==> config.mk <==
export PLATFORM = sky130hd
export DESIGN_NAME = seq_detect_prog_flat
export DESIGN_NICKNAME = d
export VERILOG_FILES = /design/src/rtl/seq_detect_prog_if.sv /design/src/rtl/seq_detect_prog.sv /design/src/flat_wrapper.sv
export SDC_FILE = /design/constraint.sdc
export NUM_CORES = 1
export LEC_CHECK = 0
export ABC_AREA = 0
export CAP_MARGIN = 20
export CORE_UTILIZATION = 45
export DETAILED_ROUTE_END_ITERATION = 10
export GPL_TIMING_DRIVEN = 0
export PLACE_DENSITY = 0.71
export SETUP_SLACK_MARGIN = 0.1
export SYNTH_ARGS = -nofsm -noshare
export SYNTH_HDL_FRONTEND = slang
export SYNTH_SLANG_ARGS = --single-unit
==> constraint.sdc <==
create_clock -name clk -period 2.35 [get_ports clk]
set_clock_uncertainty 0.1 [all_clocks]
set_input_delay 0.235 -clock clk [delete_from_list [all_inputs] [get_ports clk]]
set_output_delay 0.235 -clock clk [all_outputs]
set_load 0.02 [all_outputs]
==> src/rtl/seq_detect_prog_if.sv <==
// Serial-bit / match-result bundle for seq_detect_prog.
// SEQ_DET_MASK_EN adds the mask_in field.
interface seq_detect_prog_if #(
    parameter int PAT_LEN = 4,
    parameter int CNT_W   = 8
);
    logic               en;
    logic               x;
    logic               load;
    logic [PAT_LEN-1:0] pattern_in;
    logic               overlap_in;
    logic               clr_count;
`ifdef SEQ_DET_MASK_EN
    logic [PAT_LEN-1:0] mask_in;
`endif
    logic               z;
    logic [CNT_W-1:0]   match_count;
    logic               count_sat;

    modport master (
        output en, x, load, pattern_in, overlap_in, clr_count,
`ifdef SEQ_DET_MASK_EN
        output mask_in,
`endif
        input  z, match_count, count_sat
    );

    modport slave (
        input  en, x, load, pattern_in, overlap_in, clr_count,
`ifdef SEQ_DET_MASK_EN
        input  mask_in,
`endif
        output z, match_count, count_sat
    );
endinterface

==> src/rtl/seq_detect_prog.sv <==
// Programmable serial pattern detector: shift register + comparator.
// Define SEQ_DET_MASK_EN to add a loadable don't-care mask.
module seq_detect_prog #(
    parameter int                 PAT_LEN   = 4,
    parameter logic [PAT_LEN-1:0] RESET_PAT = PAT_LEN'(4'b0110),
    parameter int                 CNT_W     = 8
) (
    input  logic             clk,
    input  logic             reset_n,
    seq_detect_prog_if.slave bus
);
    localparam int                FW   = $clog2(PAT_LEN + 1);
    localparam logic [FW-1:0]     FULL = FW'(PAT_LEN);
    localparam logic [CNT_W-1:0]  CMAX = '1;

    logic [PAT_LEN-1:0] pat_q;
    logic               ovl_q;
    logic [PAT_LEN-1:0] hist;
    logic [FW-1:0]      fill;
    logic               z_q;
    logic [CNT_W-1:0]   cnt_q;
    logic               sat_q;
`ifdef SEQ_DET_MASK_EN
    logic [PAT_LEN-1:0] mask_q;
`endif

    logic [PAT_LEN-1:0] nxt;
    logic [FW-1:0]      fill_nxt;
    logic               hit;
    logic               match;

    always_comb begin
        nxt      = {hist[PAT_LEN-2:0], bus.x};
        fill_nxt = (fill == FULL) ? FULL : fill + FW'(1);
`ifdef SEQ_DET_MASK_EN
        hit      = ((nxt ^ pat_q) & mask_q) == '0;
`else
        hit      = (nxt == pat_q);
`endif
        match    = bus.en && !bus.load && (fill_nxt == FULL) && hit;
    end

    // load wins over en; the bit presented with a load is dropped
    always_ff @(posedge clk or negedge reset_n) begin
        if (!reset_n) begin
            pat_q  <= RESET_PAT;
            ovl_q  <= 1'b1;
            hist   <= '0;
            fill   <= '0;
            z_q    <= 1'b0;
`ifdef SEQ_DET_MASK_EN
            mask_q <= '1;
`endif
        end else if (bus.load) begin
            pat_q  <= bus.pattern_in;
            ovl_q  <= bus.overlap_in;
            hist   <= '0;
            fill   <= '0;
            z_q    <= 1'b0;
`ifdef SEQ_DET_MASK_EN
            mask_q <= bus.mask_in;
`endif
        end else if (bus.en) begin
            z_q <= match;
            if (match && !ovl_q) begin
                hist <= '0;
                fill <= '0;
            end else begin
                hist <= nxt;
                fill <= fill_nxt;
            end
        end else begin
            z_q <= 1'b0;
        end
    end

    always_ff @(posedge clk or negedge reset_n) begin
        if (!reset_n) begin
            cnt_q <= '0;
            sat_q <= 1'b0;
        end else if (bus.clr_count) begin
            cnt_q <= match ? CNT_W'(1) : '0;
            sat_q <= 1'b0;
        end else if (match) begin
            if (cnt_q != CMAX)
                cnt_q <= cnt_q + CNT_W'(1);
            if (cnt_q >= CMAX - CNT_W'(1))
                sat_q <= 1'b1;
        end
    end

    assign bus.z           = z_q;
    assign bus.match_count = cnt_q;
    assign bus.count_sat   = sat_q;
endmodule
==> src/flat_wrapper.sv <==
// flat-port wrapper written by rule: the top's interface ports become plain ports
module seq_detect_prog_flat 
#(
    parameter int                 PAT_LEN   = 4,
    parameter logic [PAT_LEN-1:0] RESET_PAT = PAT_LEN'(4'b0110),
    parameter int                 CNT_W     = 8
)
  (clk, reset_n, bus_en, bus_x, bus_load, bus_pattern_in, bus_overlap_in, bus_clr_count, bus_z, bus_match_count, bus_count_sat);
  seq_detect_prog_if #(.PAT_LEN(PAT_LEN), .CNT_W(CNT_W)) bus_i ();
  input  logic clk;
  input  logic reset_n;
  input wire logic [$bits(bus_i.en)-1:0] bus_en;
  input wire logic [$bits(bus_i.x)-1:0] bus_x;
  input wire logic [$bits(bus_i.load)-1:0] bus_load;
  input wire logic [$bits(bus_i.pattern_in)-1:0] bus_pattern_in;
  input wire logic [$bits(bus_i.overlap_in)-1:0] bus_overlap_in;
  input wire logic [$bits(bus_i.clr_count)-1:0] bus_clr_count;
  output wire logic [$bits(bus_i.z)-1:0] bus_z;
  output wire logic [$bits(bus_i.match_count)-1:0] bus_match_count;
  output wire logic [$bits(bus_i.count_sat)-1:0] bus_count_sat;
  assign bus_i.en = bus_en;
  assign bus_i.x = bus_x;
  assign bus_i.load = bus_load;
  assign bus_i.pattern_in = bus_pattern_in;
  assign bus_i.overlap_in = bus_overlap_in;
  assign bus_i.clr_count = bus_clr_count;
  assign bus_z = bus_i.z;
  assign bus_match_count = bus_i.match_count;
  assign bus_count_sat = bus_i.count_sat;
  seq_detect_prog #(.PAT_LEN(PAT_LEN), .RESET_PAT(RESET_PAT), .CNT_W(CNT_W)) u_core (.clk(clk), .reset_n(reset_n), .bus(bus_i));
endmodule
## Word level (Yosys, flattened, before mapping)

Cells that the tools add are included.

| storage, ports and cells | value |
|---|---|
| logic and storage cells | 42 |
| output and inout bits | 10 |
| input bits | 11 |
| register bits after elaboration | 21 |

| operators by class | value |
|---|---|
| order comparisons | 1 |
| reductions and logical operators | 12 |
| add/subtract/negate cells | 2 |
| muxes and demuxes | 16 |
| equality and inequality tests | 4 |

Operators by type and width:

| cell | count |
|---|---|
| $mux W8 | 3 |
| $mux W3 | 7 |
| $add A8 B1 Y8 const B | 1 |
| $ge A8 B8 Y1 const B | 1 |
| $ne A8 B8 Y1 const B | 1 |
| $reduce_bool A2 Y1 | 4 |
| $eq A3 B3 Y1 const B | 2 |
| $mux W1 | 6 |
| $eq A4 B4 Y1 | 1 |
| $logic_and A1 B1 Y1 | 4 |
| $reduce_and A2 Y1 | 2 |
| $add A3 B1 Y3 const B | 1 |
| $logic_not A1 Y1 | 2 |

## Logic depth before layout (Yosys ltp)

Gate-level depths: netlist of the first run.

| logic depth | value |
|---|---|
| depth after elaboration | 9 |
| depth in mapped cells | 9 |
| depth with buffers taken out | 8 |

## Least setup slack after synthesis of the first run

Ideal clock, no wire load.

| path | value |
|---|---|
| path type | reg2reg |
| start point | register u_core.fill[0] |
| end point | register u_core.cnt_q[5], in the netlist u_core.bus.match_count[5] |
| required time | 2.122 ns |
| setup slack | 0.008 ns |
| period minus slack after synthesis | 2.342 ns |
| cell stages (with the launch flop) | 9 |
| library setup time | 0.128 ns |
| path buffers | 1 |
| arrival | 2.114 ns |
| path through | dfrtp_1 inv_1 ha_1 nand2b_1 a21o_1 or3_1 buf_2 nor4_1 mux2_1 |

| on the way | value |
|---|---|
| cells in the longest elaborated chain, start to end | 7 |
| elaborated cells on any way between the ends | 8 |
| those cells by class | add/sub: 1; eq/ne: 2; mux: 1; reduce/logical: 4 |

Ends and longest elaborated chain:

| what | RTL line | RTL |
|---|---|---|
| start: declaration | seq_detect_prog.sv:19 | `logic [FW-1:0] fill;` |
| start signal: assignment | seq_detect_prog.sv:70 | `fill <= fill_nxt;` |
| $add A3 B1 Y3 / $eq A3 B3 Y1 (equally long branches) | seq_detect_prog.sv:34 | `fill_nxt = (fill == FULL) ? FULL : fill + FW'(1);` |
| $mux W3 * | seq_detect_prog.sv:34 |  |
| $eq A3 B3 Y1 * | seq_detect_prog.sv:40 | `match = bus.en && !bus.load && (fill_nxt == FULL) && hit;` |
| $logic_and A1 B1 Y1 * (2 in a row) | seq_detect_prog.sv:40 |  |
| $reduce_bool A2 Y1 (no source line) * | - |  |
| $reduce_and A2 Y1 (no source line) * | - |  |
| end signal: assignment | seq_detect_prog.sv:82 | `cnt_q <= match ? CNT_W'(1) : '0;` |
| end signal: assignment | seq_detect_prog.sv:86 | `cnt_q <= cnt_q + CNT_W'(1);` |
| end: declaration | seq_detect_prog.sv:21 | `logic [CNT_W-1:0] cnt_q;` |

Every way passes the cells marked *; elsewhere a longest branch is shown, timed or not.
A chain may end at the register's enable or synchronous reset.

## Worst setup path after layout of the first run

| path | value |
|---|---|
| start point | register u_core.fill[0] |
| end point | register u_core.hist[0] |

| on the way | value |
|---|---|
| cells in the longest elaborated chain, start to end | 9 |
| elaborated cells on any way between the ends | 10 |
| those cells by class | add/sub: 1; eq/ne: 2; mux: 4; reduce/logical: 3 |

Ends and longest elaborated chain:

| what | RTL line | RTL |
|---|---|---|
| $add A3 B1 Y3 / $eq A3 B3 Y1 (equally long branches) | seq_detect_prog.sv:34 |  |
| $mux W3 * | seq_detect_prog.sv:34 |  |
| $eq A3 B3 Y1 * | seq_detect_prog.sv:40 |  |
| $logic_and A1 B1 Y1 * (2 in a row) | seq_detect_prog.sv:40 |  |
| $logic_and A1 B1 Y1 * | seq_detect_prog.sv:65 | `if (match && !ovl_q) begin` |
| $mux W3 * | seq_detect_prog.sv:65 |  |
| $mux W3 * | seq_detect_prog.sv:63 | `end else if (bus.en) begin` |
| $mux W3 * | seq_detect_prog.sv:54 | `end else if (bus.load) begin` |
| end signal: assignment | seq_detect_prog.sv:69 | `hist <= nxt;` |
| end: declaration | seq_detect_prog.sv:18 | `logic [PAT_LEN-1:0] hist;` |

Every way passes the cells marked *; elsewhere a longest branch is shown, timed or not. The select of a mux whose other input is x is not followed.

==> flow_metrics.py, run 1 <==
metrics = {
    "synthesis": {
        "post_synth_fa_ha_maj_area_fraction_pct": 4.61,
        "post_synth.cell_area_avg_um2": 10.8,
        "yosys-mux-area-fraction_pct": 6.22,
        "synth_area_mm2": 0.00109,
        "synth_sequential_area_ratio_pct": 48.7,
        "yosysWarningCount": 0,
        "number_of_synthesized_register_bits": 21,
        "synth-compound-area-share_pct": 15.1,
        "yosys.area_share.xor_xnor_pct": 3.23,
        "synthesis.instances": 101,
        "syn-num-nets": 116,
        "synthDistinctLibCells": 32,
        "synth_simple_gate_area_share_pct": 18.5,
        "synth_top_family_by_area": "simple AND/OR/NAND/NOR gates",
    },
    "floorplanning": {
        "fp.dieArea_mm2": 0.00261,
        "dieHeight_um": 51.1,
        "fp.dieW_um": 51.1,
        "placementRows": 17,
        "start_util_pct": 48.6,
        "ios": 21,
        "area_of_the_core_mm2": 0.00223,
    },
    "sta": {
        "postLayoutSetupSlackWorst_ns": 0.0810,
        "finalCritPeriodShare_pct": 96.6,
        "timing.max_slew.rel_slack_pct": 37.3,
        "setup_viol": 0,
        "fmaxAchievable_ghz": 0.441,
        "setup_repair_after_global_routing_missed_its_margin": "yes",
        "finalMaxSlewViolations": 0,
        "timing_hold_violations_final": 0,
        "fin_hold_ws_ns": 0.0745,
        "timing_worst_slew_pin_value_ns": 0.937,
        "fin_crit_ns": 2.27,
    },
    "worst_setup_path": {
        "timing.critical_path.fanout_max": 6,
        "number_of_buffer_and_inverter_stages_on_the_critical_path": 3,
        "worst_path_dominant_cell_family": "simple AND/OR/NAND/NOR gates",
        "worst-endpoint-required_ns": 2.46,
        "cp_data_arrival_time_ns": 2.38,
        "end_kind": "register",
        "setup.worst_path.class": "reg2reg",
        "setup.worst_path.start_class": "register",
        "critical_path.max_stage_delay_ns": 0.43,
        "critPathSlowestCell": "dfrtp_1",
        "critical_path.cell_chain": "inv_2 > ha_4 > nand2b_4 > a21o_1 > or3_4 > buf_6 > inv_1 > nand2b_1 > a32o_1",
    },
    "routing": {
        "via_per_inst": 5.65,
        "antenna_left": 0,
        "drt_pass_1_iters": 4,
        "drc_errors": 0,
        "drt_wl_total_um": 2350,
        "via_count": 898,
        "drt-wirelength-per-cell_um": 14.8,
        "drtIter0Drc": 20,
    },
    "global_routing": {
        "grtUsageTotal_pct": 19.2,
        "grt_pass1_vias": 831,
        "grt.overflow.total": 0,
        "grt_start_max_net_pins": 22,
        "grt_antenna_before_repair": 0,
        "grt_first_pass_wirelength_um": 3730,
    },
    "clocking": {
        "clock_sinks": 21,
        "ctsHoldBuffers": 0,
        "tritoncts_clock_tree": "yes",
        "clkTransAtPathRegs_ns": 0.13,
        "clk_latency_ns": 0.30,
        "num_cts_buffers": 3,
        "cts-htree-levels": 1,
        "ctsRootBufferMaster": "clkbuf_4",
        "clock_tree.buffer_depth": 2,
    },
    "power_and_ir_drop": {
        "vdd_ir_drop_max_v": 0.000424,
        "power_leakage_nw": 0.581,
        "pwr-share-seq_pct": 58.8,
        "p_int_mw": 0.494,
        "switching_share_pct": 25.2,
        "power.density_mw_per_mm2": 444,
        "totalPowerFinal_mw": 0.661,
        "clockPowerShare_pct": 27.3,
        "combPwrFrac_pct": 13.9,
        "p_switching_mw": 0.166,
    },
    "placed_design": {
        "place.gp.congestion": 0.776,
        "placed_cells": 148,
        "io_buffers": 19,
        "post-dp-hpwl_um": 1580,
        "dpl_worst_slack_ns": -0.246,
    },
    "final_layout": {
        "post_route_cells_drive_above_1_share_pct": 27.5,
        "final.fill_count": 181,
        "layout-area-overhead-vs-synth_pct": 36.9,
        "multi_input_logic_area_um2": 601,
        "regArea_um2": 529,
        "nets": 147,
        "stdcell_count": 159,
        "antenna_diode_count": 0,
    },
    "run": {
        "timing.max_cap.violations": 0,
    },
    "hold_path": {
        "min_path_type": "in2reg",
    },
    "run_status": {
        "status": "finished, final reports clean",
    },
}
==> cell usage after synthesis <==
master / instances / share of area (%)
a211oi_1: 1 / 0.69
a21o_1: 1 / 0.69
a21oi_1: 8 / 3.7
a22oi_1: 1 / 0.69
a311oi_1: 1 / 0.81
a32o_1: 4 / 3.7
and4_1: 2 / 1.6
buf_2: 1 / 0.46
buf_4: 1 / 0.69
clkbuf_1: 1 / 0.35
dfrtp_1: 18 / 41
dfstp_2: 3 / 7.3
ha_1: 4 / 4.6
inv_1: 6 / 2.1
mux2_1: 1 / 1.0
mux2_2: 5 / 5.2
nand2_1: 3 / 1.0
nand2b_1: 4 / 2.3
nand3_1: 4 / 1.8
nand3b_1: 2 / 1.4
nand4_1: 3 / 1.7
nor2_1: 6 / 2.1
nor2b_1: 2 / 1.2
nor2b_4: 1 / 1.3
nor4_1: 3 / 1.7
o2111ai_2: 1 / 1.4
o21ai_0: 3 / 1.4
o31ai_1: 3 / 2.1
or3_1: 3 / 1.7
or4_1: 1 / 0.69
xnor2_1: 3 / 2.4
xor2_1: 1 / 0.81
==> cell type report <==
cell class,count,area share (%)
timing repair buffer,26,16.6
inverter,6,1.52
multi-input combinational,71,40.4
clock buffer,3,1.52
sequential,21,35.6
buffer,3,1.52
tap,28,2.36
clock inverter,1,0.505
==> kinds of logic after synthesis <==
logic type      Yosys count
mux                       6
compound gates           23
xor+xnor                  4
fa+ha+maj                 4
buf+inv                   9
flops                    21
simple gates             34
==> final timing paths <==
path / cells after the start / from / to / slack [ns]
min reg2reg: 2 / u_core.bus.count_sat / u_core.bus.count_sat / 0.42
min: 2 / bus_load / u_core.fill[1] / 0.07
max in group asynchronous: 1 / reset_n / u_core.bus.match_count[2] / 1.24
max reg2reg: 9 / u_core.fill[0] / u_core.hist[0] / 0.08
min in group asynchronous: 1 / reset_n / u_core.pat_q[0] / 0.33
max: 9 / u_core.fill[0] / u_core.hist[0] / 0.08
==> placed cells by master (no fill, tap or decap), types with 4 or more instances in the layout <==
cell type,count
nor2_1,6
clkdlybuf4s50_1,19
nand3_1,4
inv_1,4
dfrtp_1,18
a32o_1,4
buf_4,7
mux2_2,5
a21oi_1,7
==> through the flow <==
step | cell area [um^2] | setup TNS [ns] | utilization, %
2_1_floorplan | 1100 | 0 | -
3_3_place_gp | 1320 | -0.757 | 59.3
3_5_place_dp | 1320 | -0.980 | 59.3
4_1_cts | 1430 | 0 | 64.1
5_1_grt | 1490 | 0 | 66.6
6_report | 1490 | 0 | 66.6
==> per-layer routing <==
layer  up-vias  routed length [um]  track usage, %
met5         -                   0               0
met4         0                  17            7.41
met3         2                  72            2.98
met2        20                1150            31.8
met1       439                1120            25.0
li1        437                   -               -
==> power by group through the flow <==
| stage | clock, mW | sequential, mW | combinational (mW) |
|---|---|---|---|
| 3_5_place_dp | 0 | 0.395 | 0.0738 |
| 2_1_floorplan | 0 | 0.392 | 0.0421 |
| 5_1_grt | 0.202 | 0.390 | 0.101 |
| 6_report | 0.180 | 0.388 | 0.0920 |
| 4_1_cts | 0.186 | 0.388 | 0.0895 |
| 3_3_place_gp | 0 | 0.394 | 0.0706 |
==> worst reg2reg max path: cells and delay by family, from the launching register on <==
| kind | cells | cell delay [ns] |
|---|---|---|
| simple gates | 3 | 0.64 |
| compound gates | 2 | 0.45 |
| flops | 1 | 0.43 |
| buf+inv | 3 | 0.35 |
| fa+ha+maj | 1 | 0.20 |
==> sequential cells by signal, summed over array words and instances, names as in the netlist <==
name / flops
u_core.hist: 3
u_core.bus.z: 1
u_core.ovl_q: 1
u_core.bus.match_count: 8
u_core.fill: 3
u_core.pat_q: 4
u_core.bus.count_sat: 1
==> timing repair <==
item,CTS,global route
endpoints found under the setup margin,7,11
cloned,0,0
setup buffers,6,1
resized for setup,6,9
pin swaps,8,2
Note: power is estimated with default switching activity, not from simulation.
==> run 2, diff against run 1 <==
--- a/config.mk
+++ b/config.mk
@@ -7,10 +7,11 @@
 export LEC_CHECK = 0
 export ABC_AREA = 0
 export CAP_MARGIN = 20
-export CORE_UTILIZATION = 45
+export CORE_UTILIZATION = 32
 export DETAILED_ROUTE_END_ITERATION = 10
 export GPL_TIMING_DRIVEN = 0
-export PLACE_DENSITY = 0.71
+export HOLD_SLACK_MARGIN = 0.1
+export PLACE_DENSITY = 0.53
 export SETUP_SLACK_MARGIN = 0.1
 export SYNTH_ARGS = -nofsm -noshare
 export SYNTH_HDL_FRONTEND = slang
==> run 2 against run 1 <==
Against the previous run: cell area up 6.2%; wire length up 9.2%; clock power up 3%; register-to-register slack about the same; cell count up 17%; hold slack better by 0.084 ns; global-route usage down 3.5 points; sequential power about the same; largest power group unchanged.
==> flow_metrics.py, run 2 (synthesis gave the netlist of run 1 again) <==
metrics = {
    "clocking": {
        "clock_sinks": 21,
        "cts-htree-levels": 1,
        "clock_tree.buffer_depth": 2,
        "clk_latency_ns": 0.31,
        "tritoncts_clock_tree": "yes",
        "ctsRootBufferMaster": "clkbuf_4",
        "clkTransAtPathRegs_ns": 0.13,
        "num_cts_buffers": 3,
    },
    "sta": {
        "tns_ns": 0,
        "timing_hold_violations_final": 0,
        "fin_hold_ws_ns": 0.159,
        "setup_viol": 0,
        "finalMaxSlewViolations": 0,
        "setup_repair_after_global_routing_missed_its_margin": "yes",
        "timing_worst_slew_pin_value_ns": 0.935,
        "finalCritPeriodShare_pct": 96.6,
        "timing.max_slew.rel_slack_pct": 37.5,
        "fin_crit_ns": 2.27,
        "fmaxAchievable_ghz": 0.440,
    },
    "floorplanning": {
        "ios": 21,
        "start_util_pct": 34.7,
        "placementRows": 20,
        "fp.dieArea_mm2": 0.00363,
        "dieHeight_um": 60.3,
        "area_of_the_core_mm2": 0.00313,
        "fp.dieW_um": 60.3,
    },
    "global_routing": {
        "grt.overflow.total": 0,
        "grtUsageTotal_pct": 15.6,
        "grt_start_max_net_pins": 22,
        "grt_antenna_before_repair": 0,
        "grt_first_pass_wirelength_um": 4120,
        "grt_pass1_vias": 927,
    },
    "final_layout": {
        "post_route_cells_drive_above_1_share_pct": 31.7,
        "layout-area-overhead-vs-synth_pct": 45.4,
        "largest_register_ffs": 8,
        "finish.instance_area_mm2": 0.00158,
        "layout.cells.most_common": "clkdlybuf4s50_1",
        "most_frequent_cells_in_the_layout": "clkdlybuf4s50_1, dfrtp_1, buf_4",
        "antenna_diode_count": 0,
        "nets": 158,
    },
    "worst_setup_path": {
        "cp_data_arrival_time_ns": 2.42,
        "worst-endpoint-required_ns": 2.50,
        "end_kind": "register",
        "setup.worst_path.start_class": "register",
        "setup.worst_path.class": "reg2reg",
        "reg2reg_setup_slack_ns": 0.08,
        "timing.critical_path.fanout_max": 5,
    },
    "routing": {
        "drtIter0Drc": 34,
        "drc_errors": 0,
        "drt_pass_1_iters": 4,
        "via_per_inst": 5.17,
        "drt_wl_total_um": 2570,
        "drt-wirelength-per-cell_um": 13.8,
        "antenna_left": 0,
        "via_count": 961,
    },
    "run_status": {
        "status": "finished, final reports clean",
    },
    "placed_design": {
        "post-dp-hpwl_um": 1540,
        "place.gp.congestion": 0.700,
        "io_buffers": 19,
        "post_dp_cell_area_mm2": 0.00134,
    },
    "power_and_ir_drop": {
        "power_leakage_nw": 0.635,
        "power.density_mw_per_mm2": 438,
        "vdd_ir_drop_max_v": 0.000205,
    },
    "run": {
        "timing.max_cap.violations": 0,
    },
    "hold_path": {
        "min_path_type": "in2reg",
    },
}
run 2: cell count changes in the layout (fill, tap and decap cells not counted), sizes merged:
cell / before / now
clkinv: 0 / 1
dlygate4sd3: 0 / 1
buf: 9 / 19
clkinvlp: 1 / 0
run 2: layer usage:
metal	part of all wire, %	up-vias	GRT usage (%)
met3	4.4	10	3.03
met5	0	-	0
li1	-	457	-
met2	48	31	24.8
met4	3.1	0	8.97
met1	45	463	19.7
run 2: final timing paths:
| path | startpoint | to | cells past startpoint |
|---|---|---|---|
| max | u_core.fill[1] | u_core.bus.match_count[7] | 9 |
| min reg2reg | u_core.bus.count_sat | u_core.bus.count_sat | 2 |
| max in group asynchronous | reset_n | u_core.bus.count_sat | 1 |
| max reg2reg | u_core.fill[1] | u_core.bus.match_count[7] | 9 |
| min | bus_load | u_core.pat_q[3] | 2 |
| min in group asynchronous | reset_n | u_core.fill[1] | 1 |
run 2: metrics by stage:
step           power (mW)  util, %  std cells  worst slack (ns)
4_1_cts             0.688     48.9        186           0.00284
6_report            0.691     50.5        186            0.0790
2_1_floorplan       0.434        -        101            0.0925
3_5_place_dp        0.468     43.0        164            -0.230
5_1_grt             0.726     50.5        186            0.0200
3_3_place_gp        0.466     43.0        164            -0.199
run 2: where the power goes:
part / switching, mW / leakage (nW) / internal, mW
combinational: 0.0474 / 0.341 / 0.0690
clock: 0.123 / 0.0177 / 0.0636
sequential: 0.0101 / 0.276 / 0.378
total: 0.180 / 0.635 / 0.511
run 2: final cells by class:
type,instances,area [um^2]
buffer,3,22.5
clock buffer,3,22.5
clock inverter,1,5.00
fill,298,1550
inverter,6,22.5
multi-input combinational,71,591
sequential,21,529
tap,44,55.1
timing repair buffer,37,332
run 2: what timing repair did:
item / 4_1_cts / 5_1_grt
pin swaps: 6 / 9
buffers inserted: 17 / 2
resized for setup: 3 / 11
endpoints found under the setup margin: 6 / 12
hold buffers: 1 / 0
endpoints found under the hold margin: 2 / 0
run 2: worst max-delay path, cell delays in order (launching register included):
cell and delay (ns):
dfrtp_1 0.41, inv_1 0.06, ha_1 0.30, nand2b_4 0.14, a21o_1 0.19, or3_1 0.32
buf_6 0.14, buf_6 0.12, or3_4 0.32, a21oi_2 0.11
